===== src/rtl/s_mem_arbiter.sv =====
// rtl/s_mem_arbiter.sv - round-robin owner arbiter and access mux for the shared S-array RAM
// Optional ownership timeout is built when S_ARB_TIMEOUT_EN is defined.
module s_mem_arbiter #(
  parameter int ADDR_W   = 8,
  parameter int DATA_W   = 8,
  parameter int HOLD_MAX = 16
) (
  input  logic              clk,
  input  logic              rst,
  input  logic [2:0]        req,
  input  logic [2:0]        wren,
  input  logic [ADDR_W-1:0] addr0,
  input  logic [ADDR_W-1:0] addr1,
  input  logic [ADDR_W-1:0] addr2,
  input  logic [DATA_W-1:0] wrdata0,
  input  logic [DATA_W-1:0] wrdata1,
  input  logic [DATA_W-1:0] wrdata2,
  output logic [2:0]        grant,
  output logic [DATA_W-1:0] rddata,
  output logic [2:0]        rdvalid,
  output logic [ADDR_W-1:0] mem_addr,
  output logic [DATA_W-1:0] mem_wrdata,
  output logic              mem_wren,
  input  logic [DATA_W-1:0] mem_q
);

  typedef enum logic {IDLE, OWN} state_t;

  state_t            state_q, state_d;
  logic [1:0]        owner_q, owner_d;
  logic [1:0]        last_q, last_d;
  logic [2:0]        grant_q, grant_d;
  logic [2:0]        rdvalid_q, rdvalid_d;
  logic [ADDR_W-1:0] addr_hold_q, addr_hold_d;
  logic [DATA_W-1:0] wrdata_hold_q, wrdata_hold_d;

  logic              own_req, own_wren, access, preempt, arbitrate;
  logic [ADDR_W-1:0] own_addr;
  logic [DATA_W-1:0] own_wrdata;
  logic [1:0]        p0, p1, p2, win_idx;
  logic              win_found;

  // Owner-side view of the requester inputs; non-owners never reach the RAM port.
  always_comb begin
    own_req    = 1'b0;
    own_wren   = 1'b0;
    own_addr   = addr0;
    own_wrdata = wrdata0;
    case (owner_q)
      2'd0: begin
        own_req = req[0]; own_wren = wren[0]; own_addr = addr0; own_wrdata = wrdata0;
      end
      2'd1: begin
        own_req = req[1]; own_wren = wren[1]; own_addr = addr1; own_wrdata = wrdata1;
      end
      2'd2: begin
        own_req = req[2]; own_wren = wren[2]; own_addr = addr2; own_wrdata = wrdata2;
      end
      default: begin
        own_req = 1'b0; own_wren = 1'b0; own_addr = addr0; own_wrdata = wrdata0;
      end
    endcase
  end

  assign access = (state_q == OWN) && own_req;

  // Scan order starts one past the last winner, wrapping mod 3.
  always_comb begin
    p0 = 2'd0;
    p1 = 2'd1;
    p2 = 2'd2;
    case (last_q)
      2'd0:    begin p0 = 2'd1; p1 = 2'd2; p2 = 2'd0; end
      2'd1:    begin p0 = 2'd2; p1 = 2'd0; p2 = 2'd1; end
      default: begin p0 = 2'd0; p1 = 2'd1; p2 = 2'd2; end
    endcase
  end

  function automatic logic req_at(input logic [2:0] r, input logic [1:0] i);
    case (i)
      2'd0:    req_at = r[0];
      2'd1:    req_at = r[1];
      2'd2:    req_at = r[2];
      default: req_at = 1'b0;
    endcase
  endfunction

  function automatic logic [2:0] onehot(input logic [1:0] i);
    case (i)
      2'd0:    onehot = 3'b001;
      2'd1:    onehot = 3'b010;
      2'd2:    onehot = 3'b100;
      default: onehot = 3'b000;
    endcase
  endfunction

  always_comb begin
    win_found = 1'b1;
    win_idx   = p0;
    if (req_at(req, p0)) begin
      win_idx = p0;
    end else if (req_at(req, p1)) begin
      win_idx = p1;
    end else if (req_at(req, p2)) begin
      win_idx = p2;
    end else begin
      win_found = 1'b0;
    end
  end

`ifdef S_ARB_TIMEOUT_EN
  localparam int CNT_W = (HOLD_MAX > 1) ? $clog2(HOLD_MAX + 1) : 1;
  localparam logic [CNT_W-1:0] CNT_TOP = CNT_W'(HOLD_MAX - 1);

  logic [CNT_W-1:0] hold_cnt_q, hold_cnt_d;

  // Preempt only when someone else is actually waiting; otherwise the count saturates.
  assign preempt = (state_q == OWN) && (hold_cnt_q == CNT_TOP) && |(req & ~grant_q);

  always_comb begin
    hold_cnt_d = hold_cnt_q;
    if (arbitrate) begin
      hold_cnt_d = '0;
    end else if ((state_q == OWN) && (hold_cnt_q != CNT_TOP)) begin
      hold_cnt_d = hold_cnt_q + 1'b1;
    end
  end

  always_ff @(posedge clk or posedge rst) begin
    if (rst) begin
      hold_cnt_q <= '0;
    end else begin
      hold_cnt_q <= hold_cnt_d;
    end
  end
`else
  logic unused_hold_max;
  assign unused_hold_max = (HOLD_MAX > 0);
  assign preempt = 1'b0;
`endif

  assign arbitrate = (state_q == IDLE) || !own_req || preempt;

  always_comb begin
    state_d       = state_q;
    owner_d       = owner_q;
    last_d        = last_q;
    grant_d       = grant_q;
    rdvalid_d     = 3'b000;
    addr_hold_d   = addr_hold_q;
    wrdata_hold_d = wrdata_hold_q;

    if (arbitrate) begin
      if (win_found) begin
        state_d = OWN;
        owner_d = win_idx;
        last_d  = win_idx;
        grant_d = onehot(win_idx);
      end else begin
        state_d = IDLE;
        owner_d = 2'd0;
        grant_d = 3'b000;
      end
    end

    if (access) begin
      addr_hold_d   = own_addr;
      wrdata_hold_d = own_wrdata;
      if (!own_wren) begin
        rdvalid_d = grant_q;
      end
    end
  end

  always_ff @(posedge clk or posedge rst) begin
    if (rst) begin
      state_q       <= IDLE;
      owner_q       <= 2'd0;
      last_q        <= 2'd2;
      grant_q       <= 3'b000;
      rdvalid_q     <= 3'b000;
      addr_hold_q   <= '0;
      wrdata_hold_q <= '0;
    end else begin
      state_q       <= state_d;
      owner_q       <= owner_d;
      last_q        <= last_d;
      grant_q       <= grant_d;
      rdvalid_q     <= rdvalid_d;
      addr_hold_q   <= addr_hold_d;
      wrdata_hold_q <= wrdata_hold_d;
    end
  end

  // Port is live only in access cycles; otherwise it parks on the last owner access.
  assign mem_addr   = access ? own_addr : addr_hold_q;
  assign mem_wrdata = access ? own_wrdata : wrdata_hold_q;
  assign mem_wren   = access && own_wren;
  assign grant      = grant_q;
  assign rdvalid    = rdvalid_q;
  assign rddata     = mem_q;

endmodule


===== config.mk =====
export PLATFORM = sky130hd
export DESIGN_NAME = s_mem_arbiter
export DESIGN_NICKNAME = d
export VERILOG_FILES = /design/src/rtl/s_mem_arbiter.sv
export SDC_FILE = /design/constraint.sdc
export NUM_CORES = 1
export LEC_CHECK = 0
export CORE_MARGIN = 5
export CORE_UTILIZATION = 35
export DETAILED_ROUTE_END_ITERATION = 10
export PLACE_DENSITY = 0.87
export SYNTH_ARGS = -nofsm -noshare
export SYNTH_HDL_FRONTEND = slang
export SYNTH_SLANG_ARGS = --single-unit

===== constraint.sdc =====
create_clock -name clk -period 2.4 [get_ports clk]
set_input_delay 0.48 -clock clk [delete_from_list [all_inputs] [get_ports clk]]
set_output_delay 0.48 -clock clk [all_outputs]
set_load 0.01 [all_outputs]

==> impl_metrics.sql, run 1 <==
INSERT INTO impl_metrics (metric_group, metric, value, unit) VALUES
('yosys', 'ys.flop_type', 'dfrtp_1', ''),
('clock_network', 'worst_setup_hold_path_clk_slew', '0.09', 'ns'),
('place', 'total_cell_area_at_the_placement_stage', '2460', 'sq um'),
('place', 'pre_cts_ws', '-0.461', 'ns'),
('clock_network', 'clock_latency_late_sink', '0.27', 'ns'),
('sta', 'setup_viol', '3', ''),
('layout', 'antenna_cells_inserted', '0', ''),
('yosys', 'synth_common_cells', 'nand2_1 (34), dfrtp_1 (26), o21ai_0 (21)', ''),
('setup_path', 'timing_worst_setup_path_type', 'flop to primary output', ''),
('sta', 'relSlewSlack', '72.3', '%'),
('power', 'powerDensity', '1420', 'nW/um^2'),
('layout', 'final_core_util', '64.9', '%'),
('yosys', 'yosysTopAreaCell', 'dfrtp_1', ''),
('global_route', 'globalRoute.busiestLayer', 'met2', ''),
('place', 'place.detailed.hpwl', '3.57', 'mm'),
('setup_path', 'r2r_setup_slack', '0.58', 'ns'),
('hold_path', 'hp-class', 'flop to flop', ''),
('yosys', 'edff_count_synth', '0', ''),
('setup_path', 'max_stage_delay', '0.41', 'ns'),
('setup_path', 'worst_setup_ep_type', 'primary output', ''),
('routing', 'number_of_nets_with_antenna_violations_after_routing', '0', ''),
('global_route', 'grt_util_all_layers', '18.4', '%'),
('layout', 'final_layout_net_count', '350', ''),
('setup_path', 'crit_path_top_delay_cell', 'dfrtp_1', ''),
('routing', 'drtIter0Drc', '66', ''),
('clock_network', 'ctsLongestPathBuffers', '2', ''),
('layout', 'finalInstanceArea', '2830', 'sq um'),
('routing', 'remaining_drc_errors', '0', ''),
('setup_path', 'worstPathArrival', '1.95', 'ns'),
('routing', 'totalWireLength', '5.88', 'mm'),
('clock_network', 'cts_inserted_buffers', '3', ''),
('die', 'die_height', '77.1', 'um'),
('global_route', 'grt_pass1_vias', '1725', ''),
('yosys', 'yosysWarnings', '0', ''),
('clock_network', 'clock_tree.htree_level_count', '1', ''),
('yosys', 'synth-async-reset-ratio', '100', '%'),
('sta', 'final.period_utilization', '101', '%'),
('place', 'io_buffer_count', '78', ''),
('setup_path', 'cp_max_fo', '5', ''),
('place', 'gp_congestion', '0.807', ''),
('sta', 'report.final.hold_viol_count', '0', ''),
('sta', 'worstMarginPinSlew', '0.411', 'ns'),
('layout', 'areaGrowthSynthToFinish', '79.5', '%'),
('status', 'violations', 'setup timing', ''),
('yosys', 'synth.cell_area', '1570', 'sq um'),
('sta', 'final.setup.worst_slack', '-0.0297', 'ns'),
('power', 'p_leak', '0.00130', 'uW'),
('setup_path', 'worst_path_most_repeated_cell', 'buf_4', ''),
('setup_path', 'critical_path.startpoint_type', 'flop', ''),
('yosys', 'synth_area_leaders', 'dfrtp_1 (41%), nand2_1 (8.1%), a22oi_1 (7.6%)', ''),
('setup_path', 'worstPathRequired', '1.92', 'ns'),
('clock_network', 'tritoncts', 'built', ''),
('routing', 'firstDrtPassIters', '4', ''),
('global_route', 'grt_use_met2', '33.3', '%'),
('setup_path', 'rr_endpoint', 'wrdata_hold_q[4]$_DFF_PP0_', ''),
('clock_network', 'cts_hold_buffers', '0', ''),
('routing', 'dr_total_vias', '1690', ''),
('global_route', 'use_met3', '3.51', '%'),
('yosys', 'ys_ff_latch', '27', ''),
('yosys', 'synth_most_common_cell', 'nand2_1', ''),
('die', 'floorplan.core_area', '4350', 'sq um'),
('routing', 'via_per_inst', '5.08', ''),
('setup_path', 'crit_path_start', 'owner_q[1]$_DFFE_PP0P_', ''),
('clock_network', 'clk_root_buffer_cell', 'clkbuf_8', ''),
('die', 'core.rowCount', '24', ''),
('yosys', 'syn_area_per_cell', '9.31', 'sq um'),
('setup_path', 'crit-reg2reg-launch', 'owner_q[1]$_DFFE_PP0P_', ''),
('sta', 'max_freq', '412', 'MHz'),
('status', 'status', 'complete, but fails checks', ''),
('layout', 'drive_gt1_share', '36.3', '%'),
('global_route', 'grt_start_max_net_pins', '28', '');
[cell type report]
cell class,instances,area (sq um)
sequential,27,678
timing repair buffer,122,1100
tap,52,65.1
inverter,4,17.5
clock buffer,4,45.0
fill,343,1530
multi-input combinational,124,918
[placed cells by master, fill, tap and decap left out, drive strengths merged]
cell type / instances
dfrtp: 26
nor2: 5
nor2b: 2
clkdlybuf4s15: 1
a21o: 11
nand2: 34
inv: 4
ha: 4
and3: 3
nand2b: 2
clkbuf: 7
a222oi: 1
dfstp: 1
o211ai: 1
buf: 57
o21ai: 37
a21oi: 4
clkdlybuf4s50: 59
a22oi: 17
nand3b: 1
or3: 1
dlygate4sd2: 2
nand4b: 1
[kinds of logic (layout without fill, tap and decap cells)]
group	count (synthesis)	in the layout	share of synthesized area [%]
AOI/OAI and AO/OA	67	71	31.1
buffers and inverters	22	130	8.90
adders and majority gates	4	4	3.18
DFF	27	27	43.0
and+or+nand+nor	49	49	13.8
[where the power goes]
| group | switching, uW | leakage [uW] | internal, uW |
|---|---|---|---|
| logic | 1470 | 0.000943 | 1500 |
| clock network | 146 | 0.0000228 | 119 |
| registers | 104 | 0.000335 | 665 |
| total | 1720 | 0.00130 | 2280 |
[worst min path at each step]
stage                                    start                          to  cells after the start
floorplan             addr_hold_q[0]$_DFF_PP0_    addr_hold_q[0]$_DFF_PP0_                      2
global route        wrdata_hold_q[5]$_DFF_PP0_  wrdata_hold_q[5]$_DFF_PP0_                      2
CTS                   addr_hold_q[4]$_DFF_PP0_    addr_hold_q[4]$_DFF_PP0_                      2
finish                addr_hold_q[4]$_DFF_PP0_    addr_hold_q[4]$_DFF_PP0_                      2
detailed placement    addr_hold_q[4]$_DFF_PP0_    addr_hold_q[4]$_DFF_PP0_                      2
global placement    wrdata_hold_q[6]$_DFF_PP0_  wrdata_hold_q[6]$_DFF_PP0_                      2
[per-layer routing]
| layer | routed length (um) | part of all wire [%] |
|---|---|---|
| met1 | 2320 | 39 |
| met2 | 3100 | 53 |
| met3 | 277 | 4.7 |
| met4 | 180 | 3.1 |
| met5 | 0 | 0 |
[repair_timing]
item	4_1_cts	5_1_grt
setup buffers	12	10
cloned	5	0
resized for setup	68	43
endpoints found under the setup margin	17	17
pin swaps	6	15
[registers in the layout, indices dropped and copies added (netlist names)]
register	cells
owner_q	2
wrdata_hold_q	8
state_q	1
last_q	2
addr_hold_q	8
grant	3
rdvalid	3
[critical path: cells and delay by family (launching register included)]
kind,cells,cell delay [ns]
AO/OA/AOI/OAI,3,0.46
adder cells (fa/ha/maj),1,0.17
buffers and inverters,3,0.56
flip-flops,1,0.41
AND/OR/NAND/NOR,1,0.07
[metrics by stage]
stage / std cells / TNS [ns] / total power [uW] / hold WS (ns)
4_1_cts: 323 / -0.404 / 3660 / 0.477
6_report: 333 / -0.0493 / 4000 / 0.478
2_1_floorplan: 169 / 0 / 2020 / 0.477
3_5_place_dp: 302 / -7.37 / 3120 / 0.459
5_1_grt: 333 / -0.603 / 4250 / 0.510
3_3_place_gp: 302 / -6.40 / 3060 / 0.446
No activity file was read; power rests on OpenSTA's default activity.
==> run 2, diff against run 1 <==
- SKIP_LAST_GASP: not set -> 1
==> impl_metrics.sql, run 2 (synthesized netlist as in run 1, its figures left out) <==
INSERT INTO impl_metrics (metric_group, metric, value, unit) VALUES
('routing', 'totalWireLength', '5.86', 'mm'),
('sta', 'report.final.hold_viol_count', '0', ''),
('clock_network', 'worst_setup_hold_path_clk_slew', '0.10', 'ns'),
('sta', 'final.setup.worst_slack', '-0.0601', 'ns'),
('layout', 'reg_top3', 'addr_hold_q x8, wrdata_hold_q x8', ''),
('layout', 'areaGrowthSynthToFinish', '78.6', '%'),
('sta', 'setup_viol', '15', ''),
('global_route', 'initial_antenna_violation_count', '0', ''),
('setup_path', 'worstPathCellList', 'buf_6, ha_4, a22oi_4, buf_12, buf_6, a21o_4, o21ai_2, buf_2', ''),
('clock_network', 'ctsLongestPathBuffers', '2', ''),
('layout', 'final_layout_net_count', '352', ''),
('setup_path', 'max_stage_delay', '0.45', 'ns'),
('setup_path', 'cp_max_fo', '8', ''),
('sta', 'rsz0062_at_grt', 'yes', ''),
('status', 'violations', 'setup timing', ''),
('layout', 'multi_input_comb_area', '896', 'sq um'),
('setup_path', 'worstPathArrival', '1.98', 'ns'),
('place', 'place.detailed.hpwl', '3.57', 'mm'),
('power', 'p_leak', '0.00131', 'uW'),
('setup_path', 'r2r_setup_slack', '0.49', 'ns'),
('layout', 'antenna_cells_inserted', '0', ''),
('hold_path', 'worst_hold_path.num_cells', '2', ''),
('die', 'die_w', '77.1', 'um'),
('global_route', 'globalRouteOverflowTotal', '0', ''),
('setup_path', 'rr_endpoint', 'wrdata_hold_q[3]$_DFF_PP0_', ''),
('hold_path', 'min_to', 'addr_hold_q[4]$_DFF_PP0_', ''),
('global_route', 'use_met3', '3.40', '%'),
('job', 'cap_violations', '0', ''),
('setup_path', 'timing.reg2reg.worst_path_depth', '9', ''),
('die', 'initial_utilization', '36.1', '%'),
('die', 'core.rowCount', '24', ''),
('power', 'total_power', '3940', 'uW'),
('routing', 'via_per_inst', '5.12', ''),
('place', 'place_inst', '302', ''),
('sta', 'max_freq', '406', 'MHz'),
('place', 'total_cell_area_at_the_placement_stage', '2460', 'sq um'),
('die', 'die_height', '77.1', 'um'),
('routing', 'drtIter0Drc', '76', ''),
('global_route', 'grt_start_max_net_pins', '28', ''),
('setup_path', 'worst_setup_ep_type', 'primary output', ''),
('global_route', 'grt_pass1_vias', '1724', ''),
('clock_network', 'clk_root_buffer_cell', 'clkbuf_8', ''),
('sta', 'slew_viol_final', '0', ''),
('setup_path', 'worst_path_most_repeated_cell', 'buf_6', ''),
('power', 'worst_ir_drop_vdd', '0.596', 'mV'),
('setup_path', 'timing_worst_setup_path_type', 'flop to primary output', ''),
('sta', 'holdWs', '0.477', 'ns'),
('status', 'status', 'complete, but fails checks', ''),
('hold_path', 'hp-class', 'flop to flop', ''),
('layout', 'mostFrequentLayoutCell', 'clkdlybuf4s50_1', ''),
('setup_path', 'cell_family_with_most_cp_delay', 'compound AO/OA/AOI/OAI gates', ''),
('setup_path', 'worstPathRequired', '1.92', 'ns'),
('layout', 'ff_latch_area', '678', 'sq um'),
('clock_network', 'clock_latency_late_sink', '0.28', 'ns'),
('layout', 'finalInstanceArea', '2810', 'sq um'),
('routing', 'number_of_nets_with_antenna_violations_after_routing', '0', ''),
('global_route', 'globalRoute.busiestLayer', 'met2', ''),
('setup_path', 'critical_path.n_buffers_inverters', '4', ''),
('die', 'floorplan.core_area', '4350', 'sq um'),
('sta', 'worstMarginPinSlew', '0.401', 'ns'),
('setup_path', 'worstSetupPathDepth', '8', ''),
('clock_network', 'clock_tree.htree_level_count', '1', ''),
('clock_network', 'clock-sinks', '27', ''),
('routing', 'detail_routed_net_length_per_standard_cell', '17.5', 'um'),
('global_route', 'grt_use_met2', '34.4', '%'),
('clock_network', 'cts_hold_buffers', '0', ''),
('global_route', 'grt_util_all_layers', '18.5', '%'),
('layout', 'finalNonFillerCells', '335', ''),
('sta', 'fin_worst_skew', '0.00788', 'ns'),
('setup_path', 'crit-reg2reg-launch', 'owner_q[0]$_DFFE_PP0P_', ''),
('routing', 'dr_total_vias', '1714', ''),
('sta', 'relSlewSlack', '73.0', '%'),
('clock_network', 'cts_inserted_buffers', '3', ''),
('layout', 'fillers', '346', ''),
('sta', 'finalCriticalPeriod', '2.46', 'ns'),
('setup_path', 'critical_path.startpoint_type', 'flop', ''),
('sta', 'final.period_utilization', '103', '%'),
('place', 'io_buffer_count', '78', ''),
('global_route', 'grt.met1_usage', '20.5', '%'),
('clock_network', 'tritoncts', 'built', ''),
('routing', 'remaining_drc_errors', '0', ''),
('die', 'boundaryPins', '95', ''),
('power', 'powerDensity', '1400', 'nW/um^2'),
('routing', 'firstDrtPassIters', '6', ''),
('layout', 'drive_gt1_share', '36.4', '%'),
('place', 'gp_congestion', '0.807', ''),
('hold_path', 'hold_path_startpoint', 'addr_hold_q[4]$_DFF_PP0_', ''),
('setup_path', 'crit_path_top_delay_cell', 'dfrtp_2', ''),
('global_route', 'first_pass_grt_wire_length', '8.80', 'mm'),
('die', 'die_area', '5940', 'sq um'),
('layout', 'mostFrequentLayoutCells', 'clkdlybuf4s50_1 (59), buf_4 (36), nand2_1 (33), dfrtp_1 (25), o21ai_0 (20)', '');
[run 2: final cells by class]
| class | count | area share, % |
|---|---|---|
| Clock buffer | 4 | 1.60 |
| Sequential cell | 27 | 24.1 |
| Timing Repair Buffer | 124 | 39.6 |
| Tap cell | 52 | 2.31 |
| Inverter | 4 | 0.534 |
| Multi-Input combinational cell | 124 | 31.9 |
[run 2: worst max-delay path by stage]
stage | start | to | slack (ns)
floorplan | owner_q[0]$_DFFE_PP0P_ | mem_addr[7] | 0.46
global placement | req[1] | mem_wrdata[4] | -0.39
detailed placement | req[1] | mem_wrdata[2] | -0.46
CTS | owner_q[0]$_DFFE_PP0P_ | mem_addr[3] | -0.15
global route | owner_q[0]$_DFFE_PP0P_ | mem_addr[2] | -0.11
finish | owner_q[0]$_DFFE_PP0P_ | mem_wrdata[3] | -0.06
[run 2: per-layer routing]
| metal | vias up | wire length (um) |
|---|---|---|
| met1 | 816 | 2220 |
| met2 | 57 | 3190 |
| met3 | 12 | 314 |
| met4 | 0 | 131 |
| met5 | - | 0 |
| li1 | 829 | - |
[run 2: timing repair]
action / 4_1_cts / 5_1_grt
resized for setup: 59 / 42
setup endpoints to repair: 17 / 17
pin swaps: 6 / 13
endpoints found under the hold margin: 0 / 0
gates cloned: 5 / 0
setup buffers: 12 / 12
[run 2: worst min-delay path, cell delays in order (launching register included)]
cell,delay (ns)
dfrtp_1,0.33
nand2_1,0.05
o21ai_2,0.06
[run 2: power by group]
group	switching, uW	internal, uW	total, uW	leakage, uW
clock	146	119	265	0.0000228
combinational	1450	1470	2920	0.000948
sequential	94.0	665	759	0.000335
[run 2: metrics by stage]
step	TNS, ns	utilization [%]	setup slack (ns)
2_1_floorplan	0	-	0.459
3_3_place_gp	-6.40	56.6	-0.392
3_5_place_dp	-7.37	56.6	-0.461
4_1_cts	-0.636	61.6	-0.155
5_1_grt	-1.23	64.6	-0.114
6_report	-0.467	64.6	-0.0601
==> run 3, diff against run 2 <==
- clock period: 2.4 -> 2.71 ns (I/O delays scaled with it)
==> impl_metrics.sql, run 3 (synthesized netlist as in run 1, its figures left out) <==
INSERT INTO impl_metrics (metric_group, metric, value, unit) VALUES
('place', 'place.detailed.hpwl', '3.57', 'mm'),
('power', 'worst_ir_drop_vdd', '0.428', 'mV'),
('setup_path', 'worstPathCellList', 'clkdlybuf4s50_1, a22oi_4, a21o_4, nand2_1, o21ai_1, clkdlybuf4s50_1', ''),
('routing', 'firstDrtPassIters', '4', ''),
('layout', 'mostFrequentLayoutCells', 'clkdlybuf4s50_1 (62), nand2_1 (33), buf_4 (27), dfrtp_1 (26), o21ai_0 (21)', ''),
('status', 'status', 'complete, but fails checks', ''),
('power', 'total_power', '3120', 'uW'),
('die', 'boundaryPins', '95', ''),
('routing', 'totalWireLength', '5.29', 'mm'),
('power', 'p_leak', '0.00127', 'uW'),
('power', 'switchingPower', '1330', 'uW'),
('layout', 'antenna_cells_inserted', '0', ''),
('sta', 'final.period_utilization', '103', '%'),
('clock_network', 'clock_tree.htree_level_count', '1', ''),
('routing', 'number_of_nets_with_antenna_violations_after_routing', '0', ''),
('die', 'core.rowCount', '24', ''),
('layout', 'drive_gt1_share', '24.4', '%'),
('setup_path', 'worst_path_most_repeated_cell', 'clkdlybuf4s50_1', ''),
('clock_network', 'cts_inserted_buffers', '3', ''),
('hold_path', 'hp-class', 'flop to flop', ''),
('clock_network', 'clock-sinks', '27', ''),
('setup_path', 'max_stage_delay', '0.56', 'ns'),
('global_route', 'initial_antenna_violation_count', '0', ''),
('routing', 'detail_routed_net_length_per_standard_cell', '16.6', 'um'),
('power', 'combPwrFrac', '70.4', '%'),
('layout', 'reg_top3', 'addr_hold_q x8, wrdata_hold_q x8', ''),
('sta', 'slew_viol_final', '0', ''),
('clock_network', 'ctsLongestPathBuffers', '2', ''),
('routing', 'drtIter0Drc', '55', ''),
('power', 'power_report.internal_total', '1790', 'uW'),
('setup_path', 'critical_path.startpoint_type', 'input pin', ''),
('global_route', 'grt_pass1_vias', '1651', ''),
('setup_path', 'crit-reg2reg-launch', 'owner_q[1]$_DFFE_PP0P_', ''),
('power', 'power_switching_share', '42.7', '%'),
('setup_path', 'worstPathRequired', '2.17', 'ns'),
('setup_path', 'worst_setup_ep_type', 'primary output', ''),
('job', 'cap_violations', '0', ''),
('die', 'die_w', '77.1', 'um'),
('routing', 'via_per_inst', '5.24', ''),
('sta', 'max_freq', '357', 'MHz'),
('layout', 'areaGrowthSynthToFinish', '68.4', '%'),
('place', 'place_inst', '300', ''),
('power', 'power.sequential.fraction', '21.6', '%'),
('global_route', 'grt_util_all_layers', '17.0', '%'),
('sta', 'finalCriticalPeriod', '2.80', 'ns'),
('layout', 'mostFrequentLayoutCell', 'clkdlybuf4s50_1', ''),
('sta', 'final.setup.worst_slack', '-0.0888', 'ns'),
('sta', 'worstMarginPinSlew', '0.640', 'ns'),
('place', 'io_buffer_count', '78', ''),
('setup_path', 'worstPathArrival', '2.26', 'ns'),
('setup_path', 'crit_path_top_delay_cell', 'clkdlybuf4s50_1', ''),
('layout', 'final_core_util', '60.9', '%'),
('global_route', 'globalRouteOverflowTotal', '0', ''),
('setup_path', 'crit_path_start', 'req[1]', ''),
('hold_path', 'hold_path_startpoint', 'addr_hold_q[0]$_DFF_PP0_', ''),
('sta', 'relSlewSlack', '57.3', '%'),
('clock_network', 'tritoncts', 'built', ''),
('layout', 'fillers', '367', ''),
('routing', 'remaining_drc_errors', '0', ''),
('die', 'initial_utilization', '36.1', '%'),
('clock_network', 'cts_hold_buffers', '0', ''),
('sta', 'setup_viol', '1', ''),
('place', 'gp_congestion', '0.791', ''),
('layout', 'final_layout_net_count', '335', ''),
('global_route', 'first_pass_grt_wire_length', '8.25', 'mm'),
('power', 'power_frac_clock', '7.9', '%'),
('clock_network', 'clock_latency_late_sink', '0.27', 'ns'),
('place', 'pre_cts_ws', '-0.271', 'ns'),
('layout', 'finalNonFillerCells', '318', ''),
('setup_path', 'cp_max_fo', '6', ''),
('die', 'die_height', '77.1', 'um'),
('sta', 'fin_worst_skew', '0.00204', 'ns'),
('clock_network', 'clk_root_buffer_cell', 'clkbuf_8', ''),
('clock_network', 'worst_setup_hold_path_clk_slew', '0.10', 'ns'),
('sta', 'rsz0062_at_grt', 'yes', ''),
('sta', 'report.final.hold_viol_count', '0', ''),
('setup_path', 'timing_worst_setup_path_type', 'input pin to primary output', ''),
('status', 'violations', 'setup timing', ''),
('power', 'powerDensity', '1180', 'nW/um^2'),
('sta', 'fin_tns_setup', '-0.0888', 'ns'),
('global_route', 'grt_start_max_net_pins', '21', ''),
('die', 'floorplan.core_area', '4350', 'sq um'),
('die', 'die_area', '5940', 'sq um'),
('routing', 'dr_total_vias', '1665', '');
-- run 3: changes by cell type in the layout (fill, tap and decap cells not counted), sizes merged --
cell           delta
buf              -29
dlygate4sd2       +7
dlymetal6s2s      +5
clkbuf            -4
clkdlybuf4s50     +3
inv               +1
-- run 3: through the flow --
stage,hold slack [ns],instance area (sq um)
after floorplan,0.477,1570
after global placement,0.447,2440
after detailed placement,0.453,2440
after CTS,0.476,2610
after global routing,0.491,2650
final,0.470,2650
-- run 3: area by class of cell --
cell class / count / area [sq um] / area share [%]
inverters: 4 / 15.0 / 0.566
clock inverters: 1 / 8.76 / 0.330
well taps: 52 / 65.1 / 2.45
multi-input cells: 124 / 840 / 31.7
clock buffers: 3 / 41.3 / 1.56
flip-flops and latches: 27 / 677 / 25.5
repair buffers: 107 / 1000 / 37.9
-- run 3: worst paths after layout --
kind	slack, ns	end	cells after the start
worst max-delay path	-0.09	mem_wrdata[0]	6
worst min-delay path	0.47	addr_hold_q[0]$_DFF_PP0_	2
worst max register to register	0.92	addr_hold_q[7]$_DFF_PP0_	8
worst min register to register	0.47	addr_hold_q[0]$_DFF_PP0_	2
max in group asynchronous	1.45	addr_hold_q[3]$_DFF_PP0_	3
min in group asynchronous	0.65	rdvalid[1]$_DFF_PP0_	2
-- run 3: critical path: cells and delay by family --
family,cells,cell delay [ns]
buffers and inverters,2,1.03
AOI/OAI and AO/OA,3,0.63
and+or+nand+nor,1,0.05
-- run 3: routing by layer --
metal	vias up	track usage (%)	wire [um]
li1	795	-	-
met1	801	18.8	1940
met2	53	30.9	2900
met3	16	3.40	294
met4	0	8.08	150
met5	-	0	0
-- run 3: power by group through the flow --
stage	combinational, uW	clock, uW	sequential (uW)
5_1_grt	2400	271	690
2_1_floorplan	1120	0	670
3_3_place_gp	2010	0	667
4_1_cts	2180	251	669
6_report	2200	248	674
3_5_place_dp	2040	0	679
-- run 3: timing repair --
item | CTS | global route
setup endpoints to repair | 17 | 12
setup buffers | 8 | 2
cloned | 4 | 0
pin swaps | 5 | 3
resized for setup | 21 | 14
